[src/rtl/dsp_cfg_mgmt_arbiter.sv]
`default_nettype none
// ============================================================================
// Module      : dsp_cfg_mgmt_arbiter
// Description : Round-robin arbiter and access sequencer for the DSP
//               configuration management port. Requester 0 is the routed
//               CFG-request path, requester 1 is the local header poller.
//               Each access is issued, held until done (or timed out),
//               and answered with a one-cycle done pulse.
// Revision    : 1.0 - initial release
// ============================================================================
module dsp_cfg_mgmt_arbiter #(
    parameter int unsigned TIMEOUT_CYCLES = 1023
) (
    input  logic        dsp_user_clk,
    input  logic        sys_reset_n,
    input  logic        r0_req,
    input  logic        r0_write,
    input  logic [9:0]  r0_addr,
    input  logic [15:0] r0_function_number,
    input  logic [31:0] r0_write_data,
    input  logic [3:0]  r0_byte_enable,
    input  logic        r1_req,
    input  logic        r1_write,
    input  logic [9:0]  r1_addr,
    input  logic [15:0] r1_function_number,
    input  logic [31:0] r1_write_data,
    input  logic [3:0]  r1_byte_enable,
    output logic        r0_done,
    output logic        r1_done,
    output logic        rsp_err,
    output logic [31:0] rsp_read_data,
    output logic        busy,
    output logic        grant_id,
    output logic [9:0]  cfg_mgmt_addr,
    output logic [15:0] cfg_mgmt_function_number,
    output logic [31:0] cfg_mgmt_write_data,
    output logic [3:0]  cfg_mgmt_byte_enable,
    output logic        cfg_mgmt_write,
    output logic        cfg_mgmt_read,
    output logic        cfg_mgmt_debug_access,
    input  logic [31:0] cfg_mgmt_read_data,
    input  logic        cfg_mgmt_read_write_done
);

    localparam int unsigned CNT_W      = (TIMEOUT_CYCLES <= 1) ? 1 : $clog2(TIMEOUT_CYCLES + 1);
    localparam bit          TIMEOUT_EN = (TIMEOUT_CYCLES != 0);
    // Last ACTIVE cycle index before a forced completion (unused when disabled).
    localparam logic [CNT_W-1:0] CNT_LAST = CNT_W'((TIMEOUT_CYCLES == 0) ? 0 : TIMEOUT_CYCLES - 1);

    typedef enum logic [1:0] {
        ST_IDLE     = 2'd0,
        ST_ACTIVE   = 2'd1,
        ST_COMPLETE = 2'd2
    } state_t;

    state_t             state_q, state_d;
    logic               last_grant_q, last_grant_d;
    logic               grant_id_q, grant_id_d;
    logic [CNT_W-1:0]   cnt_q, cnt_d;
    logic               wr_q, wr_d;
    logic [9:0]         addr_q, addr_d;
    logic [15:0]        fn_q, fn_d;
    logic [31:0]        wdata_q, wdata_d;
    logic [3:0]         be_q, be_d;
    logic               rsp_err_q, rsp_err_d;
    logic [31:0]        rsp_data_q, rsp_data_d;
    logic               grant_sel;
    logic               active;

    // Next-state logic: arbitration in IDLE, done/timeout handling in ACTIVE.
    always_comb begin
        state_d      = state_q;
        last_grant_d = last_grant_q;
        grant_id_d   = grant_id_q;
        cnt_d        = cnt_q;
        wr_d         = wr_q;
        addr_d       = addr_q;
        fn_d         = fn_q;
        wdata_d      = wdata_q;
        be_d         = be_q;
        rsp_err_d    = rsp_err_q;
        rsp_data_d   = rsp_data_q;
        // Contention goes to whoever did not win last; otherwise the lone requester.
        grant_sel    = (r0_req && r1_req) ? ~last_grant_q : r1_req;

        case (state_q)
            ST_IDLE: begin
                if (r0_req || r1_req) begin
                    grant_id_d   = grant_sel;
                    last_grant_d = grant_sel;
                    cnt_d        = '0;
                    wr_d         = grant_sel ? r1_write           : r0_write;
                    addr_d       = grant_sel ? r1_addr            : r0_addr;
                    fn_d         = grant_sel ? r1_function_number : r0_function_number;
                    wdata_d      = grant_sel ? r1_write_data      : r0_write_data;
                    be_d         = grant_sel ? r1_byte_enable     : r0_byte_enable;
                    state_d      = ST_ACTIVE;
                end
            end
            ST_ACTIVE: begin
                // A real completion beats a timeout landing in the same cycle.
                if (cfg_mgmt_read_write_done) begin
                    rsp_err_d  = 1'b0;
                    rsp_data_d = wr_q ? 32'h0 : cfg_mgmt_read_data;
                    state_d    = ST_COMPLETE;
                end else if (TIMEOUT_EN && (cnt_q == CNT_LAST)) begin
                    rsp_err_d  = 1'b1;
                    rsp_data_d = 32'hFFFF_FFFF;
                    state_d    = ST_COMPLETE;
                end else begin
                    cnt_d = cnt_q + CNT_W'(1);
                end
            end
            ST_COMPLETE: begin
                state_d = ST_IDLE;
            end
            default: begin
                state_d = ST_IDLE;
            end
        endcase
    end

    // State and datapath registers; last_grant resets to 1 so r0 wins first.
    always_ff @(posedge dsp_user_clk) begin
        if (!sys_reset_n) begin
            state_q      <= ST_IDLE;
            last_grant_q <= 1'b1;
            grant_id_q   <= 1'b0;
            cnt_q        <= '0;
            wr_q         <= 1'b0;
            addr_q       <= '0;
            fn_q         <= '0;
            wdata_q      <= '0;
            be_q         <= '0;
            rsp_err_q    <= 1'b0;
            rsp_data_q   <= '0;
        end else begin
            state_q      <= state_d;
            last_grant_q <= last_grant_d;
            grant_id_q   <= grant_id_d;
            cnt_q        <= cnt_d;
            wr_q         <= wr_d;
            addr_q       <= addr_d;
            fn_q         <= fn_d;
            wdata_q      <= wdata_d;
            be_q         <= be_d;
            rsp_err_q    <= rsp_err_d;
            rsp_data_q   <= rsp_data_d;
        end
    end

    // Command fields are only visible to the DSP while the access is in flight.
    assign active                   = (state_q == ST_ACTIVE);
    assign cfg_mgmt_write           = active & wr_q;
    assign cfg_mgmt_read            = active & ~wr_q;
    assign cfg_mgmt_addr            = active ? addr_q  : 10'h0;
    assign cfg_mgmt_function_number = active ? fn_q    : 16'h0;
    assign cfg_mgmt_write_data      = active ? wdata_q : 32'h0;
    assign cfg_mgmt_byte_enable     = active ? be_q    : 4'h0;
    assign cfg_mgmt_debug_access    = 1'b0;

    assign r0_done       = (state_q == ST_COMPLETE) & ~grant_id_q;
    assign r1_done       = (state_q == ST_COMPLETE) &  grant_id_q;
    assign rsp_err       = rsp_err_q;
    assign rsp_read_data = rsp_data_q;
    assign busy          = (state_q != ST_IDLE);
    assign grant_id      = grant_id_q;

endmodule
`default_nettype wire

[config.mk]
export PLATFORM = sky130hd
export DESIGN_NAME = dsp_cfg_mgmt_arbiter
export DESIGN_NICKNAME = d
export VERILOG_FILES = /design/src/rtl/dsp_cfg_mgmt_arbiter.sv
export SDC_FILE = /design/constraint.sdc
export NUM_CORES = 1
export LEC_CHECK = 0
export CORE_ASPECT_RATIO = 1.25
export CORE_MARGIN = 3
export CORE_UTILIZATION = 45
export DETAILED_ROUTE_END_ITERATION = 6
export DONT_BUFFER_PORTS = 1
export PLACE_DENSITY = 0.65
export SLEW_MARGIN = 5
export SYNTH_ARGS = -nofsm -noshare
export SYNTH_HDL_FRONTEND = slang
export SYNTH_SLANG_ARGS = --single-unit
[constraint.sdc]
create_clock -name dsp_user_clk -period 3.8 [get_ports dsp_user_clk]
set_input_delay 0.95 -clock dsp_user_clk [delete_from_list [all_inputs] [get_ports dsp_user_clk]]
set_output_delay 0.95 -clock dsp_user_clk [all_outputs]
set_load 0.05 [all_outputs]
==> results_dict.tcl <==
set metrics [dict create \
    dp_hpwl_um 9140 \
    dpl_cell_area_um2 5520 \
    io_pins 265 \
    drt_iter0_markers 140 \
    path_cells "nor2b_4, buf_4, and2_1" \
    cts-root-buf "clkbuf_16" \
    slew_headroom_pct 24.1 \
    drive_gt1_share_pct 7.22 \
    grt_max_degree 113 \
    p_leak_nw 2.71 \
    worst_slew_pin_slew_ns 1.14 \
    fmax_mhz 328 \
    die_h_um 129 \
    grt_pass1_vias 3960 \
    start_kind "register" \
    postCtsSetupBuffers 0 \
    crit_type "reg2out" \
    rows 44 \
    hold_ws_ns 0.478 \
    cts_hold_buf 0 \
    die_w_um 105 \
    grt_pass1_wl_um 20100 \
    fin_crit_sh_pct 80.1 \
    postSynthAreaPerCell_um2 9.84 \
    grt_antenna_before_repair 0 \
    grt_overflow 0 \
    wl_per_cell_um 19.0 \
    synth_seq_cells 110 \
    r2r_cells 3 \
    seq_area_frac_synth_pct 40.2 \
    ant_nets 0 \
    min_path_cells 1 \
    cellPowerDensity_nw_per_um2 496 \
    vias 4117 \
    rsz0062_at_grt "no" \
    synth_nets 722 \
    place_congestion 0.767 \
    dp.cells 673 \
    vdd_drop_max_v 0.000191 \
    firstDrtPassIters 4 \
    cts.repair.resized 0 \
    design.core.area_um2 11800 \
    fin_nets 688 \
    num_antenna_cells 0 \
    finalMaxSlewViolations 0 \
    drc 0 \
    clock_path_buffers 2 \
    utilization_pct 49.2 \
    setup_violations 0 \
    hold_viol_final 0 \
    period_needed_ns 3.04 \
    io_buffers 0 \
    synth_cell_types 52 \
    wl_um 13000 \
    crit_required_ns 2.85 \
    cp_data_arrival_time_ns 2.09 \
    cts_buffers 9 \
    mostFrequentLayoutCell "dfxtp_1" \
    finalNonFillerCells 687 \
    critPathMaxFanout 25 \
    postLayoutCellArea_um2 5800 \
    vias_per_cell 5.99 \
    cts_sinks 110 \
    syn_to_final_growth_pct 5.77 \
    cts_tree "yes" \
    fin_tns_setup_ns 0 \
    initial_core_util_pct 46.5 \
    cap_violations 0 \
    r2r_slack_ns 1.43 \
    clock_latency_ns 0.34 \
    htree_levels 3 \
    fin_skew_ns 0.00743 \
    grtUsageTotal_pct 18.1 \
    cp-end-kind "output pin" \
    yosys_warnings 0 \
    dieArea_um2 13500 \
    fillers 1158 \
    layout_common_cells "110 x dfxtp_1, 72 x nand2_1, 64 x and2_1, 63 x mux2i_1, 63 x o211a_1" \
    synth_area_um2 5480 \
    syn_inst 557 \
    cp_slowest_cell "nor2b_4" \
    worst_path_largest_cell_delay_ns 0.49 \
    hp-class "reg2reg" \
    path_clk_slew_ns 0.07 \
    outcome "finished, final reports clean" \
]
[layer usage]
metal	routed length, um	vias up	GRT usage [%]
met4	213	0	7.34
met1	5300	1970	21.9
li1	-	1945	-
met2	6550	185	31.5
met5	0	-	0
met3	977	17	3.99
[power by group]
group	leakage [nW]	total, W	internal [W]	switching (W)
clock	0.137	0.000903	0.000501	0.000403
sequential	0.908	0.00142	0.00126	0.000158
combinational	1.67	0.000554	0.000192	0.000362
[worst max-delay path: cells and delay by family, from the launching register on]
family | cells | cell delay, ns
buffers and inverters | 1 | 0.31
flip-flops | 1 | 0.46
AND/OR/NAND/NOR | 2 | 0.98
[final cells by class]
| class | instances | area, um2 | share of cell area (%) |
|---|---|---|---|
| inverter | 4 | 15.0 | 0.259 |
| clock buffer | 9 | 225 | 3.88 |
| clock inverter | 5 | 52.6 | 0.906 |
| tap | 161 | 201 | 3.47 |
| timing repair buffer | 6 | 70.1 | 1.21 |
| sequential | 110 | 2200 | 38.0 |
| multi-input combinational | 392 | 3030 | 52.3 |
[synthesized netlist by cell type, drive strengths merged]
| library cell | count | area (um2) |
|---|---|---|
| a2111oi | 2 | 37.5 |
| a21boi | 3 | 22.5 |
| a21o | 1 | 7.51 |
| a21oi | 6 | 33.8 |
| a22oi | 3 | 22.5 |
| a31o | 1 | 8.76 |
| a31oi | 1 | 6.26 |
| and2 | 66 | 413 |
| and3 | 3 | 18.8 |
| and3b | 1 | 10.0 |
| and4 | 1 | 8.76 |
| buf | 25 | 161 |
| clkbuf | 26 | 97.6 |
| conb | 1 | 3.75 |
| dfxtp | 110 | 2200 |
| ha | 2 | 25.0 |
| inv | 4 | 15.0 |
| mux2i | 63 | 631 |
| nand2 | 73 | 277 |
| nand3 | 5 | 30.0 |
| nand4 | 2 | 12.5 |
| nor2 | 5 | 26.3 |
| nor2b | 34 | 213 |
| nor3 | 1 | 10.0 |
| nor3b | 2 | 26.3 |
| o211a | 63 | 631 |
| o21a | 2 | 16.3 |
| o21ai | 1 | 5.00 |
| o221a | 32 | 360 |
| o22ai | 1 | 6.26 |
| o2bb2ai | 1 | 8.76 |
| o311ai | 5 | 43.8 |
| o31a | 1 | 8.76 |
| o31ai | 3 | 27.5 |
| o32ai | 1 | 8.76 |
| o41ai | 2 | 17.5 |
| or2 | 1 | 6.26 |
| or2b | 1 | 7.51 |
| or4 | 2 | 15.0 |
[registers in the layout, summed over array words and instances, names as in the netlist]
name and flops:
addr_q 10, be_q 4, wr_q 1, rsp_err 1, last_grant_q 1, cnt_q 10, fn_q 16, wdata_q 32
rsp_read_data 32, grant_id 1, state_q 2
[path summary, 6_finish.rpt]
check | start | to
worst min-delay path | cnt_q[8] | cnt_q[8]
worst max register to register | state_q[0] | rsp_read_data[31]
worst min register to register | cnt_q[8] | cnt_q[8]
worst max-delay path | state_q[0] | cfg_mgmt_function_number[3]
[kinds of logic (layout without fill, tap and decap cells)]
logic type                 after synthesis  count (layout)  share of synthesized area [%]
and+or+nand+nor                        197             197                           19.6
AOI/OAI and AO/OA                      129             129                           23.2
DFF                                    110             110                           40.2
muxes                                   63              63                           11.5
buffers and inverters                   55              24                           5.00
adders and majority gates                2               2                          0.456
other                                    1               1                         0.0684
[per-stage QoR]
stage,total power (W),worst slack (ns)
finish,0.00288,0.755
global route,0.00300,0.565
CTS,0.00291,0.677
detailed placement,0.00200,1.06
global placement,0.00199,1.15
floorplan,0.00193,1.14
Note: power is estimated with default switching activity, not from simulation.
